==> src/rtl/wallace_mult_seq_pkg.sv <==
// Shared constants and types for the iterative Wallace-tree multiplier.
// The multdiv control FSM imports this to learn the multiply latency.
package wallace_mult_seq_pkg;

  // Digit width matches the 4x4 wallace_tree core.
  localparam int DIGIT_W = 4;

  // Controller states.
  typedef enum logic [1:0] {
    IDLE = 2'd0,
    RUN  = 2'd1,
    DONE = 2'd2
  } mult_state_t;

  // Number of accumulate cycles for a given operand width.
  function automatic int mult_latency(input int width);
    return (width / DIGIT_W) * (width / DIGIT_W);
  endfunction

  // Edges from the start edge to the edge that raises data_resultRDY, default width.
  localparam int MULT_LATENCY = mult_latency(16);

endpackage

==> src/rtl/wallace_tree.sv <==
// 4x4 unsigned combinational multiplier.
// The four partial-product rows are reduced by two carry-save stages,
// followed by a single carry-propagate add.
module wallace_tree (
  input  logic [3:0] A,
  input  logic [3:0] B,
  output logic [7:0] prod
);

  logic [7:0] row0, row1, row2, row3;
  logic [7:0] sum1, carry1, sum2, carry2;

  // Partial-product generation and carry-save reduction down to two rows.
  always_comb begin
    row0   = B[0] ? {4'b0, A}       : 8'd0;
    row1   = B[1] ? {3'b0, A, 1'b0} : 8'd0;
    row2   = B[2] ? {2'b0, A, 2'b0} : 8'd0;
    row3   = B[3] ? {1'b0, A, 3'b0} : 8'd0;
    sum1   = row0 ^ row1 ^ row2;
    carry1 = ((row0 & row1) | (row0 & row2) | (row1 & row2)) << 1;
    sum2   = sum1 ^ carry1 ^ row3;
    carry2 = ((sum1 & carry1) | (sum1 & row3) | (carry1 & row3)) << 1;
    prod   = sum2 + carry2;
  end

endmodule

==> src/rtl/wallace_mult_seq.sv <==
// Iterative unsigned WIDTH x WIDTH multiplier. One 4-bit digit pair goes
// through the shared wallace_tree per cycle; each partial product is shifted
// into place and summed into a 2*WIDTH accumulator. WIDTH must be a
// multiple of 4 and at least 4. Latency is fixed (no early exit on zero
// operands) so the upstream control FSM can count cycles.
module wallace_mult_seq
  import wallace_mult_seq_pkg::*;
#(
  parameter int WIDTH = 16
) (
  input  logic                 clock,
  input  logic                 reset,
  input  logic                 ctrl_MULT,
  input  logic [WIDTH-1:0]     data_operandA,
  input  logic [WIDTH-1:0]     data_operandB,
  output logic [2*WIDTH-1:0]   data_result,
  output logic                 data_resultRDY,
  output logic                 data_overflow,
  output logic                 busy
);

  localparam int DIGITS = WIDTH / DIGIT_W;
  localparam int ITERS  = DIGITS * DIGITS;
  localparam int CNT_W  = (ITERS > 1) ? $clog2(ITERS) : 1;

  mult_state_t              state;
  logic [WIDTH-1:0]         op_a;
  logic [WIDTH-1:0]         op_b;
  logic [2*WIDTH-1:0]       acc;
  logic [CNT_W-1:0]         cnt;

  logic [DIGIT_W-1:0]       a_digit;
  logic [DIGIT_W-1:0]       b_digit;
  logic [7:0]               prod;
  logic [2*WIDTH-1:0]       prod_wide;
  logic [2*WIDTH-1:0]       acc_next;
  int                       i_idx;
  int                       j_idx;

  wallace_tree u_tree (
    .A    (a_digit),
    .B    (b_digit),
    .prod (prod)
  );

  // Pick the current digit pair and form the shifted, accumulated sum.
  always_comb begin
    i_idx     = int'(cnt) % DIGITS;
    j_idx     = int'(cnt) / DIGITS;
    a_digit   = op_a[i_idx*DIGIT_W +: DIGIT_W];
    b_digit   = op_b[j_idx*DIGIT_W +: DIGIT_W];
    prod_wide = '0;
    prod_wide[7:0] = prod;
    acc_next  = acc + (prod_wide << (DIGIT_W * (i_idx + j_idx)));
  end

  // Controller: start/abort handling, accumulation and registered outputs.
  always_ff @(posedge clock or posedge reset) begin
    if (reset) begin
      state          <= IDLE;
      op_a           <= '0;
      op_b           <= '0;
      acc            <= '0;
      cnt            <= '0;
      data_result    <= '0;
      data_resultRDY <= 1'b0;
      data_overflow  <= 1'b0;
      busy           <= 1'b0;
    end else begin
      data_resultRDY <= 1'b0;
      if (ctrl_MULT) begin
        op_a  <= data_operandA;
        op_b  <= data_operandB;
        acc   <= '0;
        cnt   <= '0;
        busy  <= 1'b1;
        state <= RUN;
      end else begin
        case (state)
          RUN: begin
            acc <= acc_next;
            if (cnt == CNT_W'(ITERS - 1)) begin
              data_result    <= acc_next;
              data_overflow  <= |acc_next[2*WIDTH-1:WIDTH];
              data_resultRDY <= 1'b1;
              state          <= DONE;
            end else begin
              cnt <= cnt + CNT_W'(1);
            end
          end
          DONE: begin
            busy  <= 1'b0;
            state <= IDLE;
          end
          default: begin
            state <= IDLE;
          end
        endcase
      end
    end
  end

endmodule

==> config.mk <==
export PLATFORM = sky130hd
export DESIGN_NAME = wallace_mult_seq
export DESIGN_NICKNAME = d
export VERILOG_FILES = /design/src/rtl/wallace_mult_seq_pkg.sv /design/src/rtl/wallace_tree.sv /design/src/rtl/wallace_mult_seq.sv
export SDC_FILE = /design/constraint.sdc
export NUM_CORES = 1
export LEC_CHECK = 0
export BUFFER_PORTS_ARGS = -buffer_cell sky130_fd_sc_hd__buf_2
export CAP_MARGIN = 20
export CORE_UTILIZATION = 50
export CTS_CLUSTER_DIAMETER = 80
export DETAILED_ROUTE_END_ITERATION = 10
export PLACE_DENSITY = 0.78
export SLEW_MARGIN = 20
export SYNTH_ARGS = -nofsm -noshare
export SYNTH_HDL_FRONTEND = slang
export SYNTH_SLANG_ARGS = --single-unit
==> constraint.sdc <==
create_clock -name clock -period 7.1 [get_ports clock]
set_clock_uncertainty 0.15 [all_clocks]
set_input_delay 0 -clock clock [delete_from_list [all_inputs] [get_ports clock]]
set_output_delay 0 -clock clock [all_outputs]
set_load 0.03 [all_outputs]
* Word-level counts from Yosys, hierarchy flattened
Cells that the tools add are included.
Cells by class: $add $sub $neg 4, equality and inequality tests 5, shifts and indexed selects 3, multiplexer cells 17, bitwise gates (word level) 15, reduce and logical (&&, ||, !) cells 5
Operator list (count):
- $mux W32 | 2
- $and A7 B7 Y7 | 6
- $add A32 B32 Y32 | 1
- $shiftx A16 B5 Y4 | 2
- $shl A8 B5 Y32 | 1
- $or A7 B7 Y7 | 4
- $xor A8 B8 Y8 | 3
- $mux W4 | 4
- $reduce_or A16 Y1 | 1
- $add A8 B8 Y8 | 1
- $xor A8 B6 Y8 | 1
- $mux W7 | 1
- $mux W2 | 3
- $mux W6 | 1
- $mux W1 | 5
- $mux W5 | 1
- $add A4 B1 Y4 const B | 1
- $eq A4 B4 Y1 const B | 1
- $reduce_bool A2 Y1 | 2
- $add A2 B2 Y3 | 1
- $ne A3 B3 Y1 const B | 1
- $reduce_and A3 Y1 | 1
- $eq A2 B1 Y1 const B | 1
- $eq A2 B2 Y1 const B | 1
- 3 further kinds | 3
Word-level totals: flip-flop bits (word level) 105, input port bits 35, logic and storage cells 58

* Longest topological paths before layout
Gate-level depths: netlist of the first run.
depth in word-level cells 13, depth in mapped cells 24

* Modules after synthesis
A second synthesis of the first run with hierarchy kept.
Unflattened totals: cells, all modules 732, area total of the unflattened synthesis 6998.0 um^2
By module, submodules not included:
- wallace_mult_seq | times used 1, cells each 688, area each 6623.9 um^2, seq. area each 2627.5 um^2
- wallace_tree | times used 1, cells each 44, area each 374.1 um^2, seq. area each 0.0 um^2

* Worst setup path before layout of the first run
No wires, ideal clock.
path type reg2reg, start point reg cnt[2], end point reg data_overflow, setup time 128 ps, arrival 5773 ps, data required time 6822 ps, path slack 1049 ps, stages on the path, launching flop included 24, path buffers 2, cell sequence dfrtp_1 -> clkbuf_1 -> mux4_2 -> and2_1 -> fa_1 -> fa_1 -> ha_1 -> fa_1 -> a21o_1 -> a21oi_1 -> nand2_1 -> o21ai_0 -> nor2_1 -> ha_1 -> buf_2 -> a21oi_2 -> o21ai_2 -> o2bb2ai_4 -> a211oi_4 -> o21ai_2 -> xnor2_1 -> or4b_1 -> nor4_1 -> a21oi_1
Between the ends: word-level cells in the longest chain between the ends 12, elaborated cells between the ends (all ways) 26, those cells by class add/sub (3); eq/ne (1); shift (2); mux (4); bitwise (14); reduce/logical (2)
RTL lines:
- from (decl) | RTL line wallace_mult_seq.sv:30 | logic [CNT_W-1:0] cnt;
- from (signal assigned) | RTL line wallace_mult_seq.sv:88 | cnt <= cnt + CNT_W'(1);
- $shiftx A16 B5 Y4 | RTL line wallace_mult_seq.sv:51 | b_digit = op_b[j_idx*DIGIT_W +: DIGIT_W];
- $mux W4 (tied with other cells) | RTL line wallace_tree.sv:15 | row0 = B[0] ? {4'b0, A} : 8'd0;
- $and A7 B7 Y7 | RTL line wallace_tree.sv:20 | carry1 = ((row0 & row1) | (row0 & row2) | (row1 & row2)) << 1;
- $or A7 B7 Y7 (2 in a row) | RTL line wallace_tree.sv:20
- $and A7 B7 Y7 | RTL line wallace_tree.sv:22 | carry2 = ((sum1 & carry1) | (sum1 & row3) | (carry1 & row3)) << 1;
- $or A7 B7 Y7 (2 in a row) | RTL line wallace_tree.sv:22
- $add A8 B8 Y8 | RTL line wallace_tree.sv:23 | prod = sum2 + carry2;
- $shl A8 B5 Y32 | RTL line wallace_mult_seq.sv:54 | acc_next = acc + (prod_wide << (DIGIT_W * (i_idx + j_idx)));
- $add A32 B32 Y32 | RTL line wallace_mult_seq.sv:54
- $reduce_or A16 Y1 | RTL line wallace_mult_seq.sv:84 | data_overflow <= |acc_next[2*WIDTH-1:WIDTH];
- to (signal assigned) | RTL line wallace_mult_seq.sv:84
- to (decl) | RTL line wallace_mult_seq.sv:18 | output logic data_overflow,
Parallel ways exist; a longest one is shown, timed or not. A chain may end at the register's enable or synchronous reset.

* Final worst setup path of the first run
Same ends and word-level chain as after synthesis.

==> impl_metrics.toml, run 1 <==
[placed_design]
gp_congestion = 0.952
placed_area_mm2 = 0.00735
place_hpwl_mm = 11.9
port_buffers = 69

[layout]
antenna_cells = 0
nets = 877
fin_area_mm2 = 0.00798
nFillCells = 1132
drive_above_1_share = 0.237
area_delta_synth_final_pct = 15.9

[yosys]
synth_seq_cells = 105
syn_nets = 793
synthDistinctLibCells = 71
synth-async-reset-ratio = 1.00
synthCells = 710
yosys-top-cells-area = "dfrtp_1, mux2_2, ha_1"
synth_edf_count = 0
syn_area_per_cell_um2 = 9.69
synth.cell_area_mm2 = 0.00688
ys_seq_area_frac = 0.382
yosysTopAreaCell = "dfrtp_1"
ys_warn_count = 0
synth_common_cells = "dfrtp_1, nand2_1, a21oi_1"
synthFlopType = "dfrtp_1"
post-synth-top-count-cell = "dfrtp_1"
synth_top_area_frac = 0.382

[routing]
remaining_drc_errors = 0
drt_pass1_iterations = 6
vias_per_cell = 5.73
drtAntennaViolNets = 0
drt-total-wl_mm = 17.0
vias = 5586
drt-initial-drc-count = 388
wl_per_cell_um = 17.5

[sta]
finalSetupTns_ns = 0
hold_ws_ns = 0.0635
final.period_utilization = 0.942
fin_crit_ns = 6.69
rsz0062_at_grt = "no"
finalSetupViolCount = 0
hold_violations = 0
tightest_slew_ns = 0.878
relSlewSlack = 0.415
maxSlewViolCount = 0
fmax_ghz = 0.150

[critical_path]
start_kind = "flip-flop"
path_max_fanout = 9
endpoint_kind = "flip-flop"
required_ns = 7.19
critPathKind = "reg -> reg"
arrival_ns = 6.77

[min_path]
hp-class = "in -> async"

[global_routing]
grt_max_degree = 73
grt-ovfl-total = 0
grtUsageTotal = 0.253
grt_pass1_wl_mm = 28.3
grt_pass1_vias = 5504
antenna_found_initial = 0

[power]
power_density_mw_per_mm2 = 236
vdd_ir_drop_max_mv = 0.192
p_leak_nw = 3.79

[run_status]
status = "complete, no violations"

[clocking]
htreeDepth = 3
clk_root_buffer_cell = "clkbuf_16"
clockBufferDepth = 2
cts_tree = "yes"
numCtsBuffers = 9
clk_pin_slew_worst_paths_ns = 0.08
clkLatencyLatePin_ns = 0.36
clkSinkCount = 105

[floorplanning]
start_util = 0.515
rows = 42
io_pins = 70
dieArea_mm2 = 0.0142
die_h_um = 119
die_w_um = 119
core_mm2 = 0.0133

[run]
maxCapViolCount = 0
## per-layer routing
| layer | GRT usage | share of wire | up-vias |
|---|---|---|---|
| met5 | 0 | 0 | - |
| met4 | 0.0594 | 0.014 | 0 |
| met3 | 0.0613 | 0.055 | 20 |
| met2 | 0.414 | 0.48 | 157 |
| met1 | 0.339 | 0.45 | 2703 |
| li1 | - | - | 2706 |
## where the power goes
part	total, mW	switching (mW)	internal [mW]
clock	0.486	0.235	0.250
combinational	0.707	0.427	0.281
sequential	0.690	0.0392	0.651
## path summary, 6_finish.rpt
kind                                              from                           to  slack, ns  cells after the start
min in group clock                           ctrl_MULT           cnt[3]$_DFFE_PP0P_       0.22                      3
max in group asynchronous                        reset          acc[18]$_DFFE_PP0P_       5.55                      4
hold reg to reg            data_result[16]$_DFFE_PP0P_  data_result[16]$_DFFE_PP0P_       0.35                      1
setup reg to reg                    cnt[2]$_DFFE_PP0P_    data_overflow$_DFFE_PP0P_       0.41                     21
setup / recovery                    cnt[2]$_DFFE_PP0P_    data_overflow$_DFFE_PP0P_       0.41                     21
hold / removal                                   reset     data_resultRDY$_DFF_PP0_       0.06                      3
## area by class of cell
type                            count  area, µm²  area share
Clock buffer                       10        239      0.0300
Clock inverter                      6       48.8     0.00612
Inverter                           18       70.1     0.00879
Multi-Input combinational cell    549       4030       0.505
Sequential cell                   105       2630       0.329
Tap cell                          176        220      0.0276
Timing Repair Buffer              111        743      0.0932
## state kept, by name, indices dropped and copies added (netlist names)
signal and count:
cnt 4, acc 32, busy 1, op_b 16, data_result 32, op_a 16, state 2, data_overflow 1
data_resultRDY 1
## logic make-up after synthesis
kind of cell / synth area share
buffers and inverters: 0.0346
AO/OA/AOI/OAI: 0.155
flip-flops: 0.382
XOR/XNOR: 0.0376
adder cells (fa/ha/maj): 0.0960
AND/OR/NAND/NOR: 0.165
multiplexers: 0.130
## cells in the final DEF (no fill, tap or decap), drive strengths merged, types with 10 or more instances in the layout
cell and instances:
xor2 13, mux2 61, xnor2 14, dfrtp 105, clkbuf 10, buf 78, a21oi 75, nor2 55
nor2b 11, ha 40, and2 15, nand4 10, inv 20, a21o 10, dlygate4sd3 33, o21ai 29
nand2 99
## metrics by stage
step | worst slack, ns | cells | util | power (mW)
after CTS | 0.498 | 975 | 0.597 | 1.88
final | 0.412 | 975 | 0.597 | 1.88
after floorplan | 1.05 | 710 | - | 1.21
after global routing | 0.0337 | 975 | 0.597 | 2.00
after global placement | 0.723 | 926 | 0.551 | 1.37
after detailed placement | 0.541 | 926 | 0.551 | 1.38
## critical path, stage by stage (launching register included)
cell,delay (ns)
dfrtp_1,0.59
mux4_2,0.61
and2_1,0.20
fa_1,0.44
fa_1,0.47
ha_1,0.22
fa_1,0.41
a21o_1,0.18
a21oi_1,0.25
nand2_1,0.08
o21ai_0,0.27
nor2_1,0.14
ha_1,0.38
a21oi_1,0.27
o21ai_2,0.13
a41o_1,0.28
a211oi_4,0.27
o21ai_2,0.10
xnor2_1,0.17
or4b_1,0.54
nor4_1,0.29
a21oi_1,0.10
## what timing repair did
item | CTS | global route
hold buffers | 33 | 0
hold endpoints to repair | 71 | 0
buffers inserted | 0 | 0
endpoints found under the setup margin | 0 | 1
resized for setup | 0 | 1
No activity file was read; power rests on OpenSTA's default activity.
==> inputs of run 2 (changes only) <==
Settings changed: BUFFER_PORTS_ARGS -buffer_cell sky130_fd_sc_hd__buf_2 to -buffer_cell sky130_fd_sc_hd__buf_4, CORE_ASPECT_RATIO set to 0.75.
==> run 2 against run 1 <==
Critical path depth unchanged. Total power is 3.5% higher. First-iteration DRC count up 53%. Highest routed layer unchanged. Wire length rose by 8.9%. Sequential power is 0.6% higher.
==> impl_metrics.toml, run 2 (synthesis results as in run 1) <==
[floorplanning]
dieArea_mm2 = 0.0142
die_w_um = 137
rows = 36
io_pins = 70
start_util = 0.521
die_h_um = 104
core_mm2 = 0.0132

[run]
maxCapViolCount = 0

[sta]
finalSetupViolCount = 0
rsz0062_at_grt = "no"
maxSlewViolCount = 0
relSlewSlack = 0.373
finalSetupTns_ns = 0
fin_crit_ns = 6.72
final.period_utilization = 0.947
fmax_ghz = 0.149
tightest_slew_ns = 0.938
hold_violations = 0

[clocking]
postCtsSetupBuffers = 0
clk_pin_slew_worst_paths_ns = 0.07
clkSinkCount = 105
clk_root_buffer_cell = "clkbuf_16"
clockBufferDepth = 2
cts_tree = "yes"
htreeDepth = 3
clkLatencyLatePin_ns = 0.35
numCtsBuffers = 9

[layout]
top_regs = "acc: 32 flops, data_result: 32 flops"
nFillCells = 1088
fin_area_mm2 = 0.00813
drive_above_1_share = 0.234
final_util = 0.616
final_cell_mix = "dfrtp_1, nand2_1, buf_4, a21oi_1, mux2_2"
layout_commonest_cell = "dfrtp_1"
antenna_cells = 0
area_delta_synth_final_pct = 18.2
nets = 873

[placed_design]
port_buffers = 69
gp_congestion = 0.999
place_hpwl_mm = 13.5
placed_area_mm2 = 0.00749

[power]
comb_power_share = 0.382
intPower_mw = 1.22
pwr-share-clk = 0.262
power_density_mw_per_mm2 = 240
swShare = 0.373
p_leak_nw = 3.82
vdd_ir_drop_max_mv = 0.130
power_switching_mw = 0.727
power_frac_seq = 0.356

[critical_path]
endpoint_kind = "flip-flop"
critPathKind = "reg -> reg"
arrival_ns = 6.81
path_common_cell = "fa_1"
cp_slowest_stage_delay_ns = 0.58
path_max_fanout = 9
cp_cell_sequence = "mux4_2, and2_1, fa_1, fa_1, ha_1, fa_1, a21o_1, a21oi_1, nand2_1, o21ai_0, nor2_1, ha_1, and4_1, nand3_1, a21oi_2, o21ai_0, a21oi_2, xor2_1, a2111o_1, nor4_1, a21oi_1"
cp_top_family = "compound AO/OA/AOI/OAI gates"
start_kind = "flip-flop"
required_ns = 7.19
worst-path-buf-inv = 0
critical-path-slowest-cell = "mux4_2"

[global_routing]
grt_pass1_wl_mm = 29.9
grtUsageTotal = 0.273
grt_max_degree = 73
antenna_found_initial = 0
grt_pass1_vias = 5651
grt-ovfl-total = 0

[routing]
drt_pass1_iterations = 5
drtAntennaViolNets = 0
vias_per_cell = 5.94
vias = 5733
drt-total-wl_mm = 18.6
remaining_drc_errors = 0
drt-initial-drc-count = 592
wl_per_cell_um = 19.2

[run_status]
status = "complete, no violations"

[min_path]
hp-class = "in -> reg"
run 2: final timing paths:
check / from / to / slack [ns] / cells past startpoint
max: cnt[2]$_DFFE_PP0P_ / data_overflow$_DFFE_PP0P_ / 0.38 / 21
min: ctrl_MULT / cnt[0]$_DFFE_PP0P_ / 0.11 / 2
max reg2reg: cnt[2]$_DFFE_PP0P_ / data_overflow$_DFFE_PP0P_ / 0.38 / 21
min reg2reg: busy$_DFFE_PP0P_ / busy$_DFFE_PP0P_ / 0.33 / 1
max in group asynchronous: reset / cnt[0]$_DFFE_PP0P_ / 5.48 / 4
min in group asynchronous: reset / data_resultRDY$_DFF_PP0_ / 0.13 / 3
run 2: area by class of cell:
class / instances / area [µm²] / area share
multi-input combinational: 549 / 4040 / 0.496
sequential: 105 / 2630 / 0.323
timing repair buffer: 107 / 886 / 0.109
clock buffer: 11 / 243 / 0.0299
tap: 171 / 214 / 0.0263
inverter: 18 / 70.1 / 0.00862
clock inverter: 4 / 52.6 / 0.00646
run 2: metrics by stage:
| stage | hold WS (ns) | power (mW) | cells | worst slack, ns |
|---|---|---|---|---|
| after floorplan | 0.00170 | 1.21 | 710 | 1.05 |
| after global placement | -0.0302 | 1.40 | 917 | 0.287 |
| after detailed placement | -0.0218 | 1.41 | 917 | 0.152 |
| after CTS | 0.129 | 1.94 | 965 | 0.0820 |
| after global routing | 0.156 | 2.06 | 965 | 0.0431 |
| final | 0.108 | 1.95 | 965 | 0.375 |
run 2: per-layer routing:
metal | global-route usage | wire (µm) | part of all wire
met1 | 0.411 | 8860 | 0.48
met2 | 0.392 | 7820 | 0.42
met3 | 0.0592 | 1540 | 0.083
met4 | 0.0746 | 337 | 0.018
met5 | 0 | 0 | 0
run 2: timing repair:
| action | CTS | global route |
|---|---|---|
| hold buffers | 33 | 0 |
| setup endpoints to repair | 0 | 2 |
| gates resized for setup | 0 | 4 |
| hold endpoints to repair | 79 | 0 |
run 2: power by group through the flow:
stage | Sequential, mW | Clock [mW] | Combinational, mW
after global routing | 0.700 | 0.543 | 0.814
after floorplan | 0.691 | 0 | 0.520
after global placement | 0.702 | 0 | 0.693
final | 0.694 | 0.512 | 0.744
after CTS | 0.692 | 0.520 | 0.724
after detailed placement | 0.703 | 0 | 0.703
